$ cat src/rtl/snake_pkg.sv
// Shared definitions for the snake game display path: matrix geometry,
// row word type and the scanner FSM state encoding.
package snake_pkg;
   localparam int unsigned MATRIX_ROWS = 16;
   localparam int unsigned MATRIX_COLS = 16;
   localparam int unsigned ROW_IDX_W   = $clog2(MATRIX_ROWS);
   localparam int unsigned BIT_IDX_W   = $clog2(MATRIX_COLS);

   typedef logic [MATRIX_COLS-1:0] row_word_t;

   typedef enum logic [1:0] {
      ST_LOAD  = 2'd0,
      ST_SHIFT = 2'd1,
      ST_LATCH = 2'd2,
      ST_HOLD  = 2'd3
   } scan_state_t;
endpackage

$ cat src/rtl/led_matrix_scanner_if.sv
// Game-core write/swap port plus the serial 74HC595 drive lines of the scanner.
interface led_matrix_scanner_if;
   import snake_pkg::*;

   logic                 wr_en;
   logic [ROW_IDX_W-1:0] wr_row;
   row_word_t            wr_data;
   logic                 swap_req;
   logic                 swap_ack;
   logic                 frame_start;
   logic                 SER_COL;
   logic                 SER_ROW;
   logic                 SRCLK;
   logic                 RCLK;
   logic                 OE_N;

   modport master (
      output wr_en, wr_row, wr_data, swap_req,
      input  swap_ack, frame_start, SER_COL, SER_ROW, SRCLK, RCLK, OE_N
   );

   modport slave (
      input  wr_en, wr_row, wr_data, swap_req,
      output swap_ack, frame_start, SER_COL, SER_ROW, SRCLK, RCLK, OE_N
   );
endinterface

$ cat src/rtl/matrix_tick_gen.sv
// Phase timer for the scanner: reloads with DIV or HOLD and flags the last
// cycle of the phase.
module matrix_tick_gen #(
   parameter int unsigned DIV  = 25,
   parameter int unsigned HOLD = 49174
) (
   input  logic CLK1_50,
   input  logic CLR,
   input  logic load,
   input  logic sel_hold,
   output logic done_c
);
   localparam int unsigned MAX_LEN = (DIV > HOLD) ? DIV : HOLD;
   localparam int unsigned CNT_W   = (MAX_LEN > 1) ? $clog2(MAX_LEN) : 1;

   logic [CNT_W-1:0] cnt;

   // Counter holds the number of cycles left in the phase after this one.
   always_ff @(posedge CLK1_50 or posedge CLR) begin
      if (CLR) begin
         cnt <= '0;
      end else if (load) begin
         cnt <= sel_hold ? CNT_W'(HOLD - 1) : CNT_W'(DIV - 1);
      end else if (cnt != '0) begin
         cnt <= cnt - CNT_W'(1);
      end
   end

   assign done_c = (cnt == '0);
endmodule

$ cat src/rtl/led_matrix_scanner.sv
// Double-buffered 16x16 LED matrix scan driver feeding two daisy-chained
// 74HC595 chains; front/back swaps only happen at frame boundaries.
module led_matrix_scanner
   import snake_pkg::*;
#(
   parameter int unsigned DIV  = 25,
   parameter int unsigned HOLD = 49174
) (
   input  logic                 CLK1_50,
   input  logic                 CLR,
   led_matrix_scanner_if.slave  bus
);
   localparam logic [ROW_IDX_W-1:0] LAST_ROW = ROW_IDX_W'(MATRIX_ROWS - 1);
   localparam logic [BIT_IDX_W-1:0] LAST_BIT = BIT_IDX_W'(MATRIX_COLS - 1);

   logic [1:0][MATRIX_ROWS-1:0][MATRIX_COLS-1:0] bufs;

   scan_state_t          state, state_d;
   logic                 front, front_d;
   logic [ROW_IDX_W-1:0] row, row_d;
   logic                 pending, pending_d;
   row_word_t            col_word, col_word_d;
   row_word_t            row_word, row_word_d;
   logic [BIT_IDX_W-1:0] bit_cnt, bit_cnt_d;
   logic                 half, half_d;
   logic                 srclk, srclk_d;
   logic                 rclk, rclk_d;
   logic                 ser_col, ser_col_d;
   logic                 ser_row, ser_row_d;
   logic                 oe_n, oe_n_d;
   logic                 swap_ack, swap_ack_d;
   logic                 frame_start, frame_start_d;
   logic                 tick_load_c, tick_hold_c, tick_done_c;

   matrix_tick_gen #(.DIV(DIV), .HOLD(HOLD)) u_tick (
      .CLK1_50  (CLK1_50),
      .CLR      (CLR),
      .load     (tick_load_c),
      .sel_hold (tick_hold_c),
      .done_c   (tick_done_c)
   );

   // Game writes always land in the buffer not being scanned.
   always_ff @(posedge CLK1_50 or posedge CLR) begin
      if (CLR) begin
         bufs <= '0;
      end else if (bus.wr_en) begin
         bufs[!front][bus.wr_row] <= bus.wr_data;
      end
   end

   always_ff @(posedge CLK1_50 or posedge CLR) begin
      if (CLR) begin
         state       <= ST_LOAD;
         front       <= 1'b0;
         row         <= '0;
         pending     <= 1'b0;
         col_word    <= '0;
         row_word    <= '0;
         bit_cnt     <= '0;
         half        <= 1'b0;
         srclk       <= 1'b0;
         rclk        <= 1'b0;
         ser_col     <= 1'b0;
         ser_row     <= 1'b0;
         oe_n        <= 1'b1;
         swap_ack    <= 1'b0;
         frame_start <= 1'b0;
      end else begin
         state       <= state_d;
         front       <= front_d;
         row         <= row_d;
         pending     <= pending_d;
         col_word    <= col_word_d;
         row_word    <= row_word_d;
         bit_cnt     <= bit_cnt_d;
         half        <= half_d;
         srclk       <= srclk_d;
         rclk        <= rclk_d;
         ser_col     <= ser_col_d;
         ser_row     <= ser_row_d;
         oe_n        <= oe_n_d;
         swap_ack    <= swap_ack_d;
         frame_start <= frame_start_d;
      end
   end

   always_comb begin
      state_d       = state;
      front_d       = front;
      row_d         = row;
      pending_d     = pending | bus.swap_req;
      col_word_d    = col_word;
      row_word_d    = row_word;
      bit_cnt_d     = bit_cnt;
      half_d        = half;
      srclk_d       = srclk;
      rclk_d        = rclk;
      ser_col_d     = ser_col;
      ser_row_d     = ser_row;
      oe_n_d        = oe_n;
      swap_ack_d    = 1'b0;
      frame_start_d = 1'b0;
      tick_load_c   = 1'b0;
      tick_hold_c   = 1'b0;

      case (state)
         ST_LOAD: begin
            col_word_d    = bufs[front][row];
            row_word_d    = row_word_t'(1) << row;
            ser_col_d     = col_word_d[MATRIX_COLS-1];
            ser_row_d     = row_word_d[MATRIX_COLS-1];
            bit_cnt_d     = '0;
            half_d        = 1'b0;
            srclk_d       = 1'b0;
            frame_start_d = (row == '0);
            tick_load_c   = 1'b1;
            state_d       = ST_SHIFT;
         end
         ST_SHIFT: begin
            if (tick_done_c) begin
               tick_load_c = 1'b1;
               if (!half) begin
                  srclk_d = 1'b1;
                  half_d  = 1'b1;
               end else begin
                  srclk_d = 1'b0;
                  half_d  = 1'b0;
                  if (bit_cnt == LAST_BIT) begin
                     rclk_d  = 1'b1;
                     state_d = ST_LATCH;
                  end else begin
                     // Next bit is presented together with the SRCLK fall.
                     bit_cnt_d  = bit_cnt + BIT_IDX_W'(1);
                     col_word_d = col_word << 1;
                     row_word_d = row_word << 1;
                     ser_col_d  = col_word[MATRIX_COLS-2];
                     ser_row_d  = row_word[MATRIX_COLS-2];
                  end
               end
            end
         end
         ST_LATCH: begin
            if (tick_done_c) begin
               rclk_d      = 1'b0;
               oe_n_d      = 1'b0;
               tick_load_c = 1'b1;
               tick_hold_c = 1'b1;
               state_d     = ST_HOLD;
            end
         end
         ST_HOLD: begin
            if (tick_done_c) begin
               row_d   = row + ROW_IDX_W'(1);
               state_d = ST_LOAD;
               // Frame boundary: a request seen this very cycle arms the next frame.
               if (row == LAST_ROW && pending) begin
                  front_d    = !front;
                  swap_ack_d = 1'b1;
                  pending_d  = bus.swap_req;
               end
            end
         end
         default: state_d = ST_LOAD;
      endcase
   end

   assign bus.swap_ack    = swap_ack;
   assign bus.frame_start = frame_start;
   assign bus.SER_COL     = ser_col;
   assign bus.SER_ROW     = ser_row;
   assign bus.SRCLK       = srclk;
   assign bus.RCLK        = rclk;
   assign bus.OE_N        = oe_n;
endmodule

$ cat src/flat_wrapper.sv
// flat-port wrapper written by rule: the top's interface ports become plain ports
module led_matrix_scanner_flat import snake_pkg::*;
#(
   parameter int unsigned DIV  = 25,
   parameter int unsigned HOLD = 49174
)
  (CLK1_50, CLR, bus_wr_en, bus_wr_row, bus_wr_data, bus_swap_req, bus_swap_ack, bus_frame_start, bus_SER_COL, bus_SER_ROW, bus_SRCLK, bus_RCLK, bus_OE_N);
  led_matrix_scanner_if bus_i ();
  input  logic CLK1_50;
  input  logic CLR;
  input wire logic [$bits(bus_i.wr_en)-1:0] bus_wr_en;
  input wire logic [$bits(bus_i.wr_row)-1:0] bus_wr_row;
  input wire logic [$bits(bus_i.wr_data)-1:0] bus_wr_data;
  input wire logic [$bits(bus_i.swap_req)-1:0] bus_swap_req;
  output wire logic [$bits(bus_i.swap_ack)-1:0] bus_swap_ack;
  output wire logic [$bits(bus_i.frame_start)-1:0] bus_frame_start;
  output wire logic [$bits(bus_i.SER_COL)-1:0] bus_SER_COL;
  output wire logic [$bits(bus_i.SER_ROW)-1:0] bus_SER_ROW;
  output wire logic [$bits(bus_i.SRCLK)-1:0] bus_SRCLK;
  output wire logic [$bits(bus_i.RCLK)-1:0] bus_RCLK;
  output wire logic [$bits(bus_i.OE_N)-1:0] bus_OE_N;
  assign bus_i.wr_en = bus_wr_en;
  assign bus_i.wr_row = bus_wr_row;
  assign bus_i.wr_data = bus_wr_data;
  assign bus_i.swap_req = bus_swap_req;
  assign bus_swap_ack = bus_i.swap_ack;
  assign bus_frame_start = bus_i.frame_start;
  assign bus_SER_COL = bus_i.SER_COL;
  assign bus_SER_ROW = bus_i.SER_ROW;
  assign bus_SRCLK = bus_i.SRCLK;
  assign bus_RCLK = bus_i.RCLK;
  assign bus_OE_N = bus_i.OE_N;
  led_matrix_scanner #(.DIV(DIV), .HOLD(HOLD)) u_core (.CLK1_50(CLK1_50), .CLR(CLR), .bus(bus_i));
endmodule
$ cat config.mk
export PLATFORM = sky130hd
export DESIGN_NAME = led_matrix_scanner_flat
export DESIGN_NICKNAME = d
export VERILOG_FILES = /design/src/rtl/snake_pkg.sv /design/src/rtl/led_matrix_scanner_if.sv /design/src/rtl/matrix_tick_gen.sv /design/src/rtl/led_matrix_scanner.sv /design/src/flat_wrapper.sv
export SDC_FILE = /design/constraint.sdc
export NUM_CORES = 1
export LEC_CHECK = 0
export CAP_MARGIN = 5
export CORE_MARGIN = 5
export CORE_UTILIZATION = 59
export CTS_CLUSTER_DIAMETER = 80
export DETAILED_ROUTE_END_ITERATION = 12
export PLACE_DENSITY = 0.85
export SLEW_MARGIN = 15
export SYNTH_ARGS = -nofsm -noshare
export SYNTH_HDL_FRONTEND = slang
export SYNTH_SLANG_ARGS = --single-unit
$ cat constraint.sdc
create_clock -name CLK1_50 -period 21 [get_ports CLK1_50]
set_input_delay 2.1 -clock CLK1_50 [delete_from_list [all_inputs] [get_ports CLK1_50]]
set_output_delay 2.1 -clock CLK1_50 [all_outputs]
set_load 0.01 [all_outputs]
==> flow_summary_export.csv <==
group,metric,value,unit
final_layout,area_growth_syn_to_layout,9.78,%
power,worst_ir_drop_vdd,74.3,uV
global_routing,grt.total_usage,25.7,%
setup_path,worst_path_required_time,21.65,ns
sta,worst_pin_slew,1.14,ns
synthesis,syn_inst,1927,
sta,period_share,20.0,%
clock_network,cts_tree,"yes",
drt,via_per_inst,6.57,
synthesis,avgSynthCellArea,13.8,um^2
setup_path,path_class,"primary input to asynchronous set/reset pin",
sta,fin_worst_skew,0.0249,ns
sta,period_minus_slack,4.20,ns
setup_path,critical_path.reg2reg.endpoint,"u_core.bus.SER_COL$_DFFE_PP0P_",
power,switching_share,22.9,%
status,outcome,"finished, final reports clean",
floorplan,placement_rows,78,
power,power,0.00252,W
sta,slew-limit-headroom,23.7,%
drt,drtPass1Iterations,5,
sta,finalSetupTns,0,ns
sta,maxSlewViolCount,0,
setup_path,worstRegToRegCells,6,
power,power_density,86.0,nW/um^2
sta,timing.final.hold_violations,0,
floorplan,start_util,59.2,%
final_layout,share_of_post_route_cells_with_drive_strength_above_1,39.0,%
synthesis,post_synth_instance_area,26700,um^2
setup_path,r2r-start,"u_core.front$_DFFE_PP0P_",
floorplan,design.core.area,45100,um^2
final_layout,nets,1924,
sta,fmax,238,MHz
clock_network,cts_setup_buffers,0,
drt,drc_errors,0,
synthesis,ys_seq_elements,577,
synthesis,ys_seq_area_share,54.1,%
global_routing,grt_antenna_before_repair,4,
hold_path,min_path_type,"flop to flop",
synthesis,synth_edf_count,0,
drt,dr.first_iter.drc_count,1818,
power,share_seq_of_total_power,51.1,%
global_routing,grt_first_pass_wirelength,101,mm
clock_network,clk_transition_reported_paths,0.06,ns
synthesis,synth.distinct_cells,60,
clock_network,cts.htree.levels,2,
setup_path,critical_path_peak_fanout,188,
setup_path,worstPathArrival,4.85,ns
drt,avgRoutedWirePerCell,24.9,um
global_routing,overflow,0,
place,post-dp-hpwl,36.8,mm
clock_network,ctsResizeCount,0,
drt,final_antenna_net_count,0,
synthesis,synth_flop_cell,"sky130_fd_sc_hd__dfrtp_1",
floorplan,dieWidth,223,um
place,placed_cells,2427,
clock_network,clock-sinks,577,
global_routing,grt_max_degree,189,
setup_path,regToRegSetupSlack,17.50,ns
setup_path,critical_path.endpoint,"u_core.bufs[496]$_DFFE_PP0P_",
power,pwr-share-clk,41.9,%
sta,setup_viol,0,
hold_path,hold_depth,1,
setup_path,crit_chain,"clkdlybuf4s50_1 -> inv_8 -> buf_12 -> buf_6",
clock_network,worst_skew_pair.late_latency,0.63,ns
synthesis,synthArstFlopShare,100,%
setup_path,crit_start,"CLR",
setup_path,timing.critical_path.from_type,"primary input",
power,power.internal,0.00194,W
floorplan,boundaryPins,31,
floorplan,die_height,223,um
floorplan,fp.dieArea,49600,um^2
final_layout,fin_cells,2537,
global_routing,grt_pass1_vias,17900,
drt,route.vias.total,16700,
setup_path,worst_path_largest_cell_delay,0.75,ns
setup_path,cp_slowest_cell,"sky130_fd_sc_hd__buf_12",
clock_network,cts_made_buffers,57,
synthesis,postSynthNetCount,1965,
place,place.gp.congestion,0.883,
clock_network,cts_max_path_buffers,3,
drt,drt-total-wl,63.2,mm
clock_network,cts_hold_repair.buffers,0,
place,io_buffers,30,
power,p_comb_share,7.0,%
run,maxCapViolations,0,
power,p_switching,0.000576,W
sta,rsz_0062_raised_after_global_routing,"no",
synthesis,synth-warning-count,0,
power,leakagePower,13.1,nW
setup_path,crit_path_end_kind,"asynchronous set/reset pin",
clock_network,cts.root.buffer_cell,"sky130_fd_sc_hd__clkbuf_16",
==> cell usage in the layout (no fill, tap or decap), drive strengths merged, types with 17 or more instances in the layout <==
| master | instances |
|---|---|
| a211oi | 30 |
| a21oi | 40 |
| mux4 | 101 |
| nor2 | 38 |
| nand2 | 113 |
| o21ai | 29 |
| clkinv | 17 |
| nand3 | 86 |
| dfrtp | 576 |
| buf | 42 |
| clkdlybuf4s50 | 25 |
| mux2 | 542 |
| clkbuf | 82 |
| mux2i | 18 |
| nor2b | 17 |
==> registers in the layout, indices dropped and copies added (netlist names) <==
signal	cells
u_core.bit_cnt	4
u_core.bufs	512
u_core.bus.OE_N	1
u_core.bus.RCLK	1
u_core.bus.SER_COL	1
u_core.bus.SER_ROW	1
u_core.bus.frame_start	1
u_core.bus.swap_ack	1
u_core.col_word	15
u_core.front	1
u_core.half	1
u_core.pending	1
u_core.row	4
u_core.row_word	15
u_core.state	2
u_core.u_tick.cnt	16
==> critical path, delay by kind of cell <==
| family | cells | cell delay (ns) |
|---|---|---|
| buffers and inverters | 4 | 2.53 |
==> layer usage <==
metal	up-vias	track usage [%]	part of all wire (%)
met5	-	0	0
met1	8898	35.9	41
met3	119	4.16	6.9
met2	657	41.4	49
li1	6986	-	-
met4	0	9.23	3.1
==> logic make-up after synthesis <==
logic type / after synthesis / synth area share [%]
AOI/OAI and AO/OA: 165 / 4.04
xor gates and xnor gates: 8 / 0.263
adders and majority gates: 14 / 0.657
buffers and inverters: 181 / 2.87
DFF: 577 / 54.1
muxes: 661 / 32.1
and+or+nand+nor: 321 / 5.95
==> metrics by stage <==
stage / util [%] / setup WS (ns) / hold slack (ns) / cell area [um^2]
6_report: 64.9 / 16.80 / 0.478 / 29300
5_1_grt: 64.9 / 16.31 / 0.485 / 29300
4_1_cts: 65.0 / 16.33 / 0.480 / 29300
3_5_place_dp: 60.6 / 15.68 / 0.471 / 27300
3_3_place_gp: 60.6 / 15.79 / 0.467 / 27300
2_1_floorplan: - / 2.76 / 0.442 / 26700
==> worst min-delay path by stage <==
stage	startpoint	endpoint	slack, ns
3_3_place_gp	u_core.bus.OE_N$_DFFE_PP1P_	u_core.bus.OE_N$_DFFE_PP1P_	0.47
5_1_grt	u_core.bus.OE_N$_DFFE_PP1P_	u_core.bus.OE_N$_DFFE_PP1P_	0.49
2_1_floorplan	u_core.pending$_DFF_PP0_	u_core.pending$_DFF_PP0_	0.44
3_5_place_dp	u_core.bus.OE_N$_DFFE_PP1P_	u_core.bus.OE_N$_DFFE_PP1P_	0.47
4_1_cts	u_core.bus.OE_N$_DFFE_PP1P_	u_core.bus.OE_N$_DFFE_PP1P_	0.48
6_report	u_core.bus.OE_N$_DFFE_PP1P_	u_core.bus.OE_N$_DFFE_PP1P_	0.48
==> cell usage after synthesis (3+ instances only) <==
library cell	count	area (um^2)
sky130_fd_sc_hd__nand2_1	113	424
sky130_fd_sc_hd__mux2i_1	18	180
sky130_fd_sc_hd__a221oi_1	14	123
sky130_fd_sc_hd__and2_1	4	25.0
sky130_fd_sc_hd__nor2b_1	17	106
sky130_fd_sc_hd__clkbuf_1	97	364
sky130_fd_sc_hd__nand4_1	5	31.3
sky130_fd_sc_hd__o211ai_1	15	113
sky130_fd_sc_hd__buf_4	4	30.0
sky130_fd_sc_hd__nor2_1	38	143
sky130_fd_sc_hd__nor4_1	5	31.3
sky130_fd_sc_hd__dfrtp_1	576	14400
sky130_fd_sc_hd__nor3b_1	3	22.5
sky130_fd_sc_hd__xnor2_1	5	43.8
sky130_fd_sc_hd__a21oi_1	40	200
sky130_fd_sc_hd__mux4_2	101	2270
sky130_fd_sc_hd__nor3_1	4	20.0
sky130_fd_sc_hd__a22oi_1	5	37.5
sky130_fd_sc_hd__mux2_1	42	473
sky130_fd_sc_hd__nand2b_1	15	93.8
sky130_fd_sc_hd__mux2_2	500	5630
sky130_fd_sc_hd__o22ai_1	14	87.6
sky130_fd_sc_hd__xor2_1	3	26.3
sky130_fd_sc_hd__o21ai_1	17	85.1
sky130_fd_sc_hd__o21a_1	3	22.5
sky130_fd_sc_hd__a211oi_1	30	225
sky130_fd_sc_hd__buf_1	12	45.0
sky130_fd_sc_hd__nand4b_1	3	26.3
sky130_fd_sc_hd__nand3_1	86	430
sky130_fd_sc_hd__buf_2	53	265
sky130_fd_sc_hd__ha_1	14	175
sky130_fd_sc_hd__inv_1	12	45.0
sky130_fd_sc_hd__a2bb2oi_1	3	26.3
sky130_fd_sc_hd__or3_1	9	56.3
sky130_fd_sc_hd__o21ai_0	12	60.1
sky130_fd_sc_hd__o31ai_1	3	22.5
==> power groups by stage <==
stage               Sequential, W  Combinational [W]  Clock, W
global placement          0.00129           0.000165         0
CTS                       0.00128           0.000180   0.00107
detailed placement        0.00130           0.000178         0
finish                    0.00129           0.000178   0.00106
global route              0.00130           0.000196   0.00112
floorplan                 0.00128           0.000141         0
==> final cells by class <==
class | instances | area, um^2
fillers | 3019 | 15800
flip-flops and latches | 577 | 14400
repair buffers | 67 | 573
multi-input cells | 1169 | 11500
diodes | 3 | 7.51
clock inverters | 25 | 295
well taps | 600 | 751
clock buffers | 82 | 1670
inverters | 14 | 60.1
Note: power is estimated with default switching activity, not from simulation.
